**config.mk**
```make
export PLATFORM = sky130hd
export DESIGN_NAME = usb_tx_serializer
export DESIGN_NICKNAME = d
export VERILOG_FILES = /design/src/rtl/usb_tx_pkg.sv /design/src/rtl/tx_bit_timer.sv /design/src/rtl/usb_tx_crc16.sv /design/src/rtl/usb_tx_serializer.sv
export SDC_FILE = /design/constraint.sdc
export NUM_CORES = 1
export LEC_CHECK = 0
export CORE_ASPECT_RATIO = 1.75
export CORE_MARGIN = 2
export CORE_UTILIZATION = 61
export CTS_CLUSTER_DIAMETER = 80
export DETAILED_ROUTE_END_ITERATION = 16
export PLACE_DENSITY = 0.95
export SYNTH_ARGS = -nofsm -noshare
export SYNTH_HDL_FRONTEND = slang
export SYNTH_HIERARCHICAL = 1
export SYNTH_SLANG_ARGS = --single-unit
```
**constraint.sdc**
```tcl
create_clock -name clk -period 4.3 [get_ports clk]
set_input_delay 1.075 -clock clk [delete_from_list [all_inputs] [get_ports clk]]
set_output_delay 1.075 -clock clk [all_outputs]
set_load 0.03 [all_outputs]
```
**src/rtl/usb_tx_pkg.sv**
```systemverilog
// rtl/usb_tx_pkg.sv - shared types, line symbols and CRC16 constants for the USB FS transmit path
package usb_tx_pkg;

    typedef enum logic [2:0] {
        ST_IDLE    = 3'd0,
        ST_SYNC    = 3'd1,
        ST_DATA    = 3'd2,
        ST_EOP_SE0 = 3'd3,
        ST_EOP_J   = 3'd4
    } tx_state_t;

    localparam logic [7:0] SYNC_BYTE = 8'h80;

    // Line symbols as {dp, dm}
    localparam logic [1:0] LINE_J   = 2'b10;
    localparam logic [1:0] LINE_K   = 2'b01;
    localparam logic [1:0] LINE_SE0 = 2'b00;

    localparam logic [15:0] CRC16_POLY     = 16'h8005;
    localparam logic [15:0] CRC16_INIT     = 16'hFFFF;
    localparam logic [15:0] CRC16_RESIDUAL = 16'hB001;

    // NRZI: a 0 toggles between J and K, a 1 holds the line.
    function automatic logic [1:0] nrzi_next(input logic [1:0] line, input logic bit_val);
        logic [1:0] r;
        if (bit_val) begin
            r = line;
        end else begin
            r = (line == LINE_J) ? LINE_K : LINE_J;
        end
        return r;
    endfunction

    function automatic logic [15:0] reflect16(input logic [15:0] v);
        logic [15:0] r;
        r = '0;
        for (int i = 0; i < 16; i++) begin
            r[i] = v[15-i];
        end
        return r;
    endfunction

endpackage

```
**src/rtl/tx_bit_timer.sv**
```systemverilog
// rtl/tx_bit_timer.sv - line bit timer producing one strobe every CLKS_PER_BIT cycles
// Ports:
//   clk, rst    : clock, synchronous active-high reset
//   clear       : restart the count at 0 (packet start)
//   enable      : count while a packet is on the line
//   bit_strobe  : high in the last cycle of each bit time
module tx_bit_timer #(
    parameter int CLKS_PER_BIT = 8
) (
    input  logic clk,
    input  logic rst,
    input  logic clear,
    input  logic enable,
    output logic bit_strobe
);

    localparam int CW = (CLKS_PER_BIT > 1) ? $clog2(CLKS_PER_BIT) : 1;
    localparam logic [CW-1:0] LAST = CW'(CLKS_PER_BIT - 1);

    logic [CW-1:0] cnt;

    always_ff @(posedge clk) begin
        if (rst || clear) begin
            cnt <= '0;
        end else if (enable) begin
            cnt <= (cnt == LAST) ? '0 : cnt + 1'b1;
        end
    end

    assign bit_strobe = enable && (cnt == LAST);

endmodule

```
**src/rtl/usb_tx_crc16.sv**
```systemverilog
// rtl/usb_tx_crc16.sv - reflected CRC16 accumulator over data bytes (present only with USB_TX_CRC16_EN)
// Ports:
//   clk, rst : clock, synchronous active-high reset
//   init     : load CRC16_INIT (packet start)
//   update   : fold data into the running CRC, LSB first
//   data     : byte to fold in
//   crc      : running (non-inverted) CRC
`ifdef USB_TX_CRC16_EN
module usb_tx_crc16
    import usb_tx_pkg::*;
(
    input  logic        clk,
    input  logic        rst,
    input  logic        init,
    input  logic        update,
    input  logic [7:0]  data,
    output logic [15:0] crc
);

    localparam logic [15:0] POLY_REFL = reflect16(CRC16_POLY);

    logic [15:0] crc_next;

    always_comb begin
        crc_next = crc ^ {8'h00, data};
        for (int i = 0; i < 8; i++) begin
            crc_next = crc_next[0] ? ((crc_next >> 1) ^ POLY_REFL) : (crc_next >> 1);
        end
    end

    always_ff @(posedge clk) begin
        if (rst || init) begin
            crc <= CRC16_INIT;
        end else if (update) begin
            crc <= crc_next;
        end
    end

endmodule
`endif

```
**src/rtl/usb_tx_serializer.sv**
```systemverilog
// rtl/usb_tx_serializer.sv - USB full-speed transmit serializer: SYNC, bit stuffing, NRZI, EOP
// Optional CRC16 append when USB_TX_CRC16_EN is defined.
// Ports:
//   clk, rst               : clock, synchronous active-high reset
//   tx_start               : one-cycle packet request, ignored while tx_active
//   tx_data/tx_last        : packet byte and final-byte marker
//   tx_data_valid/ready    : byte handshake into the holding register
//   dp_out/dm_out          : differential line pair
//   tx_active              : packet in progress
//   tx_done/tx_error       : completion pulse / underrun pulse
module usb_tx_serializer
    import usb_tx_pkg::*;
#(
    parameter int CLKS_PER_BIT = 8,
    parameter int STUFF_LEN    = 6
) (
    input  logic       clk,
    input  logic       rst,
    input  logic       tx_start,
    input  logic [7:0] tx_data,
    input  logic       tx_last,
    input  logic       tx_data_valid,
    output logic       tx_data_ready,
    output logic       dp_out,
    output logic       dm_out,
    output logic       tx_active,
    output logic       tx_done,
    output logic       tx_error
);

    localparam int SW = $clog2(STUFF_LEN + 1);
    localparam logic [SW-1:0] STUFF_MAX = SW'(STUFF_LEN);

    tx_state_t   state, state_d;
    logic [1:0]  line, line_d;
    logic [7:0]  shifter, shifter_d;
    logic [2:0]  bits_left, bits_left_d;
    logic [SW-1:0] stuff_cnt, stuff_d;
    logic        cur_last, cur_last_d;
    logic [7:0]  hold_data, hold_data_d;
    logic        hold_last, hold_last_d;
    logic        hold_full, hold_full_d;
    logic        last_acc, last_acc_d;
    logic        eop_cnt, eop_cnt_d;
    logic        done_d, error_d, ready_d;

    logic        accept;
    logic        start_pkt;
    logic        bit_strobe;
    logic        emit, emit_val;
    logic        load, load_last;
    logic [7:0]  load_val;

`ifdef USB_TX_CRC16_EN
    logic [15:0] crc;
    logic [1:0]  crc_phase, crc_phase_d;

    usb_tx_crc16 u_crc (
        .clk    (clk),
        .rst    (rst),
        .init   (start_pkt),
        .update (accept),
        .data   (tx_data),
        .crc    (crc)
    );
`endif

    tx_bit_timer #(
        .CLKS_PER_BIT(CLKS_PER_BIT)
    ) u_timer (
        .clk        (clk),
        .rst        (rst),
        .clear      (start_pkt),
        .enable     (state != ST_IDLE),
        .bit_strobe (bit_strobe)
    );

    assign accept = tx_data_valid && tx_data_ready;
    assign dp_out = line[1];
    assign dm_out = line[0];

    always_comb begin
        state_d     = state;
        line_d      = line;
        shifter_d   = shifter;
        bits_left_d = bits_left;
        stuff_d     = stuff_cnt;
        cur_last_d  = cur_last;
        hold_data_d = hold_data;
        hold_last_d = hold_last;
        hold_full_d = hold_full;
        last_acc_d  = last_acc;
        eop_cnt_d   = eop_cnt;
        done_d      = 1'b0;
        error_d     = 1'b0;
        start_pkt   = 1'b0;
        emit        = 1'b0;
        emit_val    = 1'b0;
        load        = 1'b0;
        load_last   = 1'b0;
        load_val    = '0;
`ifdef USB_TX_CRC16_EN
        crc_phase_d = crc_phase;
`endif

        if (accept) begin
            hold_data_d = tx_data;
            hold_last_d = tx_last;
            hold_full_d = 1'b1;
            last_acc_d  = last_acc | tx_last;
        end

        case (state)
            ST_IDLE: begin
                if (tx_start) begin
                    // SYNC is shifted like a data byte; its first bit goes out now.
                    start_pkt   = 1'b1;
                    state_d     = ST_SYNC;
                    emit        = 1'b1;
                    emit_val    = SYNC_BYTE[0];
                    shifter_d   = SYNC_BYTE >> 1;
                    bits_left_d = 3'd7;
                    cur_last_d  = 1'b0;
                    hold_full_d = 1'b0;
                    last_acc_d  = 1'b0;
`ifdef USB_TX_CRC16_EN
                    crc_phase_d = 2'd0;
`endif
                end
            end
            ST_SYNC, ST_DATA: begin
                if (bit_strobe) begin
                    if (stuff_cnt == STUFF_MAX) begin
                        // Stuffed 0 takes priority, so a pending stuff bit after
                        // the final byte is still sent before EOP.
                        emit     = 1'b1;
                        emit_val = 1'b0;
                    end else if (bits_left != 3'd0) begin
                        emit        = 1'b1;
                        emit_val    = shifter[0];
                        shifter_d   = shifter >> 1;
                        bits_left_d = bits_left - 3'd1;
                    end else if (state == ST_DATA && cur_last) begin
`ifdef USB_TX_CRC16_EN
                        if (crc_phase == 2'd0) begin
                            load        = 1'b1;
                            load_val    = ~crc[7:0];
                            load_last   = 1'b1;
                            crc_phase_d = 2'd1;
                        end else if (crc_phase == 2'd1) begin
                            load        = 1'b1;
                            load_val    = ~crc[15:8];
                            load_last   = 1'b1;
                            crc_phase_d = 2'd2;
                        end else begin
                            state_d   = ST_EOP_SE0;
                            line_d    = LINE_SE0;
                            eop_cnt_d = 1'b0;
                        end
`else
                        state_d   = ST_EOP_SE0;
                        line_d    = LINE_SE0;
                        eop_cnt_d = 1'b0;
`endif
                    end else if (hold_full) begin
                        load        = 1'b1;
                        load_val    = hold_data;
                        load_last   = hold_last;
                        hold_full_d = 1'b0;
                    end else if (accept) begin
                        // Byte arriving exactly at the boundary bypasses the holding register.
                        load        = 1'b1;
                        load_val    = tx_data;
                        load_last   = tx_last;
                        hold_full_d = 1'b0;
                    end else begin
                        error_d   = 1'b1;
                        state_d   = ST_EOP_SE0;
                        line_d    = LINE_SE0;
                        eop_cnt_d = 1'b0;
                    end
                end
            end
            ST_EOP_SE0: begin
                if (bit_strobe) begin
                    if (!eop_cnt) begin
                        eop_cnt_d = 1'b1;
                    end else begin
                        state_d = ST_EOP_J;
                        line_d  = LINE_J;
                    end
                end
            end
            ST_EOP_J: begin
                if (bit_strobe) begin
                    state_d = ST_IDLE;
                    done_d  = 1'b1;
                end
            end
            default: begin
                state_d = ST_IDLE;
                line_d  = LINE_J;
            end
        endcase

        if (load) begin
            emit        = 1'b1;
            emit_val    = load_val[0];
            shifter_d   = load_val >> 1;
            bits_left_d = 3'd7;
            cur_last_d  = load_last;
            state_d     = ST_DATA;
        end

        if (emit) begin
            line_d  = nrzi_next(line, emit_val);
            stuff_d = emit_val ? stuff_cnt + 1'b1 : '0;
        end

        // Bytes are only taken while they can still be shifted out; after an
        // underrun the EOP states refuse further data.
        ready_d = ((state_d == ST_SYNC) || (state_d == ST_DATA)) && !hold_full_d && !last_acc_d;
    end

    always_ff @(posedge clk) begin
        if (rst) begin
            state         <= ST_IDLE;
            line          <= LINE_J;
            shifter       <= '0;
            bits_left     <= '0;
            stuff_cnt     <= '0;
            cur_last      <= 1'b0;
            hold_data     <= '0;
            hold_last     <= 1'b0;
            hold_full     <= 1'b0;
            last_acc      <= 1'b0;
            eop_cnt       <= 1'b0;
            tx_active     <= 1'b0;
            tx_data_ready <= 1'b0;
            tx_done       <= 1'b0;
            tx_error      <= 1'b0;
`ifdef USB_TX_CRC16_EN
            crc_phase     <= 2'd0;
`endif
        end else begin
            state         <= state_d;
            line          <= line_d;
            shifter       <= shifter_d;
            bits_left     <= bits_left_d;
            stuff_cnt     <= stuff_d;
            cur_last      <= cur_last_d;
            hold_data     <= hold_data_d;
            hold_last     <= hold_last_d;
            hold_full     <= hold_full_d;
            last_acc      <= last_acc_d;
            eop_cnt       <= eop_cnt_d;
            tx_active     <= (state_d != ST_IDLE);
            tx_data_ready <= ready_d;
            tx_done       <= done_d;
            tx_error      <= error_d;
`ifdef USB_TX_CRC16_EN
            crc_phase     <= crc_phase_d;
`endif
        end
    end

endmodule

```
==> results of run 1 <==
final cells by class:
class	instances	area, µm²
Multi-Input combinational cell	187	1250
Fill cell	263	983
Sequential cell	38	761
Timing Repair Buffer	19	188
Clock buffer	7	86.3
Tap cell	45	56.3
Inverter	9	33.8
Clock inverter	1	5.00
tightest hold or removal path, delay by kind of cell (launching register included):
family | cells | cell delay [ns]
compound gates | 1 | 0.05
simple gates | 1 | 0.05
flops | 1 | 0.31
cell families after synthesis:
logic type | share of synthesized area [%]
fa+ha+maj | 3.54
buf+inv | 5.08
compound gates | 23.6
flops | 35.9
simple gates | 29.2
mux | 1.95
xor+xnor | 0.768
worst min-delay path by stage:
| stage | start | endpoint | slack [ns] | depth (start not counted) |
|---|---|---|---|---|
| after floorplan | hold_data[0] | hold_data[0] | 0.44 | 2 |
| after CTS | hold_data[7] | hold_data[7] | 0.46 | 2 |
| final | hold_data[7] | hold_data[7] | 0.46 | 2 |
| after global routing | hold_data[7] | hold_data[7] | 0.48 | 2 |
| after detailed placement | hold_data[7] | hold_data[7] | 0.45 | 2 |
| after global placement | hold_data[1] | hold_data[1] | 0.44 | 2 |
through the flow:
stage	std cells	area (µm²)	hold slack, ns
3_3_place_gp	298	2290	0.442
4_1_cts	306	2380	0.461
6_report	306	2380	0.459
3_5_place_dp	298	2290	0.451
2_1_floorplan	248	2120	0.437
5_1_grt	306	2380	0.476
per-layer routing:
metal / vias up / GRT usage (%)
li1: 932 / -
met1: 914 / 27.6
met2: 71 / 52.1
met3: 19 / 5.09
met4: 0 / 17.4
met5: - / 0
flip-flops by register name (all words and copies together), names as in the netlist, 2 cells and up:
| signal | flops |
|---|---|
| hold_data | 8 |
| state | 3 |
| shifter | 7 |
| line | 2 |
| u_timer/cnt | 3 |
| stuff_cnt | 3 |
| bits_left | 3 |
placed cells by master, fill, tap and decap left out, types with 5 or more instances in the layout:
cell type and n:
nor2b_1 6, a21oi_1 19, a211oi_2 6, ha_1 6
inv_1 8, dfxtp_1 38, nand2b_1 6, nand2_1 23
nor3_1 6, nand3_1 13, o21a_1 5, nor2_1 28
nor4b_1 5, clkdlybuf4s50_1 18, clkbuf_8 6
power by group through the flow:
stage	combinational [mW]	clock, mW	sequential, mW
final	0.105	0.253	0.376
after detailed placement	0.103	0	0.384
after CTS	0.104	0.253	0.375
after floorplan	0.0689	0	0.383
after global placement	0.100	0	0.383
after global routing	0.114	0.268	0.378
==> impl_metrics.ini, run 1 <==
[logic_synthesis]
ys_ff_latch = 38
yosys-top-cells-area = dfxtp_1 36%, nor2_1 5.0%, a21oi_1 4.5%
synth-edff-count = 0
yosysTopAreaCell = dfxtp_1
ys_types = 61
synth.top_cell.area_share_pct = 35.9
postSynth.asyncResetShare_pct = 0
yosysMostFrequentCell = dfxtp_1
synthFlopType = dfxtp_1
yosysWarnings = 6
syn_area_um2 = 2120
synthTopCellsByCount = 38 x dfxtp_1, 28 x nor2_1, 23 x nand2_1
synthCells = 248
synthesis.nets = 267
ys_seq_area_share_pct = 35.9
syn_area_per_cell_um2 = 8.54

[sta]
setup_viol_count_final = 0
rsz0062_at_grt = false
min_period_over_period_pct = 75.7
slew_viol_final = 0
min_period_ns = 3.26
relSlewSlack_pct = 49.5
fin_skew_ns = 0.00304
fmax_mhz = 307
hold_violations = 0
fin_ws_ns = 1.04
fin_tns_setup_ns = 0
worstMarginPinSlew_ns = 0.753

[drt]
drtIter0Drc = 97
wl_met1_mm = 1.85
remaining_drc_errors = 0
drt-total-wl_mm = 5.01
wire_per_inst_um = 16.4
vias = 1936
wl_met2_mm = 2.73
top_layer = met4
antenna_left = 0
wl_met3_um = 241
drt_pass1_iterations = 5
routed_via_density = 6.33

[cts]
clock_tree.root_cell = clkbuf_8
holdBufCountCts = 0
clk_latency_ns = 0.29
clock-sinks = 38
ctsHtreeMaxLevel = 2
cts_tree = built
cts_setup_buffers = 0
numCtsBuffers = 5
clkTransAtPathRegs_ns = 0.07
cts-resized-gates = 0
ctsLongestPathBuffers = 2

[worst_setup_path]
critical_path_buf_inv_count = 1
crit_cells = 6
cp_max_fo = 13
cpMaxStageDelayCell = clkdlybuf4s50_1
r2r.worst_path.cells = 8
end_kind = register
r2r_setup_slack_ns = 1.10
cp-start-kind = input port
cp-startpoint = tx_data_valid
slowest_delay_ns = 0.71
cp_top_family = simple AND/OR/NAND/NOR gates
cp_cell_sequence = clkdlybuf4s50_1 -> a21oi_2 -> nor4_4 -> nand2_1 -> a311oi_2 -> mux2i_1
endpoint = line[0]
rr_startpoint = state[1]
worstPathArrival_ns = 3.47
crit_required_ns = 4.52
critical_path.reg2reg.endpoint = line[0]
crit_type = input port to register

[cells_and_area]
layout-drive-gt1-share_pct = 11.1
nNetsFinal = 279
area_growth_pct = 12.3
diodes = 0
finish.utilization_pct = 70.8

[die]
num_rows = 28
die_w_um = 48.5
io_pins = 19
core_area_um2 = 3360
start_util_pct = 63.0
dieArea_um2 = 3980
die_h_um = 82.0

[run]
max_cap_viol_count = 0

[global_routing]
track_usage_pct = 27.5
grt_antenna_before_repair = 0
grt_pass1_wl_mm = 8.45
grt_pass1_vias = 1865
grt_overflow = 0
grt_max_degree = 21

[placement]
gp_congestion = 0.861
pre_cts_slack_ns = 0.774
io_buffers = 18
dp_hpwl_mm = 3.62

[worst_hold_path]
hp-class = register to register

[power]
pwr_density_cell_nw_per_um2 = 308
comb_power_share_pct = 14.3
internal_power_uw = 536
p_leak_nw = 0.836
switchingPower_uw = 197
pwr-share-seq_pct = 51.2
switching_share_pct = 26.9
irDropWorstVdd_mv = 0.296
p_clk_share_pct = 34.5
totalPowerFinal_uw = 733

[run_status]
outcome = finished clean
No activity file was read; power rests on OpenSTA's default activity.
==> run 2: changes to the inputs <==
- CORE_UTILIZATION: 61 -> 57
- PLACE_DENSITY: 0.95 -> 0.9
- clock period: 4.3 -> 3.16 ns (I/O delays scaled with it)
==> impl_metrics.ini, run 2 (same netlist as run 1, synthesis figures left out) <==
[run_status]
outcome = finished clean

[power]
totalPowerFinal_mw = 1.01
switching_share_pct = 27.3
pwr-share-seq_pct = 50.5
p_leak_nw = 0.873
comb_power_share_pct = 14.8
pwr_density_cell_nw_per_um2 = 414
internal_power_uw = 732
irDropWorstVdd_mv = 0.382
switchingPower_uw = 275
p_clk_share_pct = 34.7

[sta]
min_period_over_period_pct = 80.3
slew_viol_final = 0
hold_violations = 0
rsz0062_at_grt = false
hold_ws_ns = 0.460
min_period_ns = 2.54
fin_tns_setup_ns = 0
fin_ws_ns = 0.622
worstMarginPinSlew_ns = 0.704
fmax_mhz = 394
relSlewSlack_pct = 53.0
setup_viol_count_final = 0
fin_skew_ns = 0.00520

[worst_setup_path]
slowest_delay_ns = 0.44
cp_top_family = simple AND/OR/NAND/NOR gates
crit_required_ns = 3.41
cpMaxStageDelayCell = nor4b_1
cp_max_fo = 10
cp_cell_sequence = ha_1 -> ha_1 -> and2_1 -> a21bo_4 -> nor4_4 -> buf_4 -> nor2_1 -> nor4b_1 -> o21a_1
r2r_setup_slack_ns = 0.62
crit_top_cell = ha_1
end_kind = register
crit_type = register to register
critical_path.reg2reg.endpoint = shifter[1]
cp-start-kind = register
worstPathArrival_ns = 2.79
rr_startpoint = u_timer/cnt[0]
critical_path_buf_inv_count = 1
r2r.worst_path.cells = 9

[die]
start_util_pct = 59.0
die_w_um = 50.1
die_h_um = 84.6
io_pins = 19
dieArea_um2 = 4240
core_area_um2 = 3590
num_rows = 29

[drt]
wl_met2_mm = 2.57
drt_pass1_iterations = 11
remaining_drc_errors = 0
vias = 1968
wl_met3_um = 249
drt-total-wl_mm = 4.87
wire_per_inst_um = 15.5
antenna_left = 0
wl_met1_mm = 1.84
routed_via_density = 6.27
top_layer = met4
drtIter0Drc = 99

[worst_hold_path]
min_path_cells = 2
hold_end = hold_data[7]
hp-class = register to register
hold_start = hold_data[7]

[placement]
io_buffers = 18
placed_area_um2 = 2340
dp_hpwl_mm = 3.53
gp_congestion = 0.901
dp_cells = 306
pre_cts_slack_ns = 0.458

[global_routing]
track_usage_pct = 25.2
grt_antenna_before_repair = 0
grt_pass1_vias = 1837
grt_overflow = 0
grt_max_degree = 22
grt_pass1_wl_mm = 8.18

[cells_and_area]
layout_commonest_cell = dfxtp_1
stdcell_count = 314
design_area_um2 = 2430
reg_top3 = hold_data: 8 flops, shifter: 7 flops
fillers = 280
diodes = 0
largest_reg_flops = 8
layout_common_cells = 38 x dfxtp_1, 28 x nor2_1, 23 x nand2_1
finish.utilization_pct = 67.7
regArea_um2 = 761
largest_register = hold_data
nNetsFinal = 286
multiInputGateArea_um2 = 1250
area_growth_pct = 14.9
layout-drive-gt1-share_pct = 13.4

[cts]
holdBufCountCts = 0
cts-resized-gates = 0
cts_tree = built
clock_tree.root_cell = clkbuf_8
ctsHtreeMaxLevel = 2
numCtsBuffers = 5
clkTransAtPathRegs_ns = 0.07
cts_setup_buffers = 0
ctsLongestPathBuffers = 2
clk_latency_ns = 0.30
clock-sinks = 38

[run]
max_cap_viol_count = 0
[run 2: cell types whose count changed in the layout (fill, tap and decap cells not counted)]
cell / before / now
buf_4: 1 / 8
[run 2: power by group through the flow]
stage / clock network, mW / logic [mW] / registers, mW
3_3_place_gp: 0 / 0.144 / 0.519
5_1_grt: 0.370 / 0.162 / 0.511
6_report: 0.350 / 0.149 / 0.508
2_1_floorplan: 0 / 0.0938 / 0.521
4_1_cts: 0.352 / 0.147 / 0.509
3_5_place_dp: 0 / 0.146 / 0.520
[run 2: worst max-delay path by stage]
stage | from | endpoint | slack, ns | cells past startpoint
2_1_floorplan | state[2] | shifter[1] | 0.78 | 10
3_3_place_gp | tx_data_valid | line[0] | 0.48 | 7
3_5_place_dp | tx_data_valid | line[1] | 0.46 | 7
4_1_cts | u_timer/cnt[0] | shifter[1] | 0.70 | 9
5_1_grt | u_timer/cnt[0] | line[1] | 0.50 | 8
6_report | u_timer/cnt[0] | shifter[1] | 0.62 | 9
[run 2: tightest hold or removal path: cells and delay by family, from the launching register on]
kind             cells  cell delay (ns)
AO/OA/AOI/OAI        1             0.05
flip-flops           1             0.31
AND/OR/NAND/NOR      1             0.05
[run 2: layer usage]
metal | up-vias | global-route usage [%]
met1 | 920 | 27.4
met4 | 0 | 16.7
met5 | - | 0
met2 | 77 | 41.7
met3 | 20 | 6.58
li1 | 951 | -
[run 2: cell type report]
cell class / instances / area share (%)
inverter: 9 / 1.39
sequential: 38 / 31.3
timing repair buffer: 26 / 9.87
multi-input combinational: 187 / 51.4
clock buffer: 7 / 3.55
tap: 46 / 2.37
clock inverter: 1 / 0.206
==> run 3: changes to the inputs <==
- clock period: 3.16 -> 2.6 ns (I/O delays scaled with it)
==> impl_metrics.ini, run 3 (same netlist as run 1, synthesis figures left out) <==
[placement]
dp_hpwl_mm = 3.87
dp_cells = 313
gp_congestion = 0.885
io_buffers = 18
pre_cts_slack_ns = 0.0267
placed_area_um2 = 2390

[drt]
antenna_left = 0
drt_pass1_iterations = 4
routed_via_density = 6.23
vias = 2000
drtIter0Drc = 99
remaining_drc_errors = 0
drt-total-wl_mm = 5.30
wire_per_inst_um = 16.5

[sta]
relSlewSlack_pct = 68.2
fin_ws_ns = 0.187
rsz0062_at_grt = false
fmax_mhz = 414
hold_violations = 0
fin_skew_ns = 0.00545
hold_ws_ns = 0.465
fin_tns_setup_ns = 0
min_period_over_period_pct = 92.8
slew_viol_final = 0
setup_viol_count_final = 0
min_period_ns = 2.41
worstMarginPinSlew_ns = 0.476

[run]
max_cap_viol_count = 0

[global_routing]
grt_overflow = 0
grt_antenna_before_repair = 0
grt_pass1_wl_mm = 8.84
grt_max_degree = 20
grt_pass1_vias = 1978
track_usage_pct = 27.1

[cells_and_area]
layout_commonest_cell = dfxtp_1
largest_reg_flops = 8
largest_register = hold_data
fillers = 283
multiInputGateArea_um2 = 1250
finish.utilization_pct = 69.2
diodes = 0
reg_top3 = hold_data: 8 flops, shifter: 7 flops
regArea_um2 = 761
design_area_um2 = 2490
nNetsFinal = 293
area_growth_pct = 17.4
layout-drive-gt1-share_pct = 15.6
layout_common_cells = 38 x dfxtp_1, 28 x nor2_1, 23 x nand2_1
stdcell_count = 321

[die]
die_h_um = 84.6
num_rows = 29
io_pins = 19
core_area_um2 = 3590
die_w_um = 50.1
dieArea_um2 = 4240
start_util_pct = 59.0

[worst_setup_path]
cp_cell_sequence = ha_1 -> ha_1 -> and2_1 -> a21bo_4 -> nor4_4 -> nand2_1 -> a311oi_2 -> mux2i_1
crit_top_cell = ha_1
cp-start-kind = register
cpMaxStageDelayCell = a311oi_2
cp_max_fo = 7
slowest_delay_ns = 0.38
end_kind = register
crit_type = register to register
worstPathArrival_ns = 2.64
crit_required_ns = 2.82

[power]
p_leak_nw = 0.907
pwr_density_cell_nw_per_um2 = 496
totalPowerFinal_mw = 1.23
irDropWorstVdd_mv = 0.414

[worst_hold_path]
hp-class = register to register

[cts]
numCtsBuffers = 5
cts_tree = built
ctsLongestPathBuffers = 2
cts-resized-gates = 0
clock_tree.root_cell = clkbuf_8
cts_setup_buffers = 0
clk_latency_ns = 0.30
clock-sinks = 38
ctsHtreeMaxLevel = 2
holdBufCountCts = 0
clkTransAtPathRegs_ns = 0.08

[run_status]
outcome = finished clean
[run 3: cell types whose count changed in the layout (fill, tap and decap cells not counted)]
cell / previous run / this run
buf_4: 8 / 15
[run 3: final cells by class]
class                      instances  share of cell area [%]
sequential                        38                    30.6
multi-input combinational        187                    50.3
tap                               46                    2.32
timing repair buffer              33                    11.8
clock buffer                       7                    3.47
inverter                           9                    1.36
clock inverter                     1                   0.201
[run 3: worst paths after layout]
check                  from            to  slack [ns]  cells after the start
max          u_timer/cnt[0]       line[0]        0.19                      8
min            hold_data[1]  hold_data[1]        0.46                      2
max reg2reg  u_timer/cnt[0]       line[0]        0.19                      8
min reg2reg    hold_data[1]  hold_data[1]        0.46                      2
[run 3: routing by layer]
metal  vias up  wire [µm]  GRT usage, %
met4         0        397          21.7
met5         -          0             0
li1        961          -             -
met1       938       1980          27.3
met2        67       2760          47.1
met3        34        166          4.80
[run 3: where the power goes]
part / internal (mW) / leakage, nW / switching [mW]
Sequential: 0.601 / 0.309 / 0.0180
Clock: 0.214 / 0.0482 / 0.210
Combinational: 0.0821 / 0.550 / 0.109
Total: 0.897 / 0.907 / 0.337
[run 3: worst max-delay path, delay by kind of cell (launching register included)]
family	cells	cell delay [ns]
AND/OR/NAND/NOR	3	0.75
AO/OA/AOI/OAI	2	0.65
adder cells (fa/ha/maj)	2	0.34
multiplexers	1	0.23
flip-flops	1	0.36
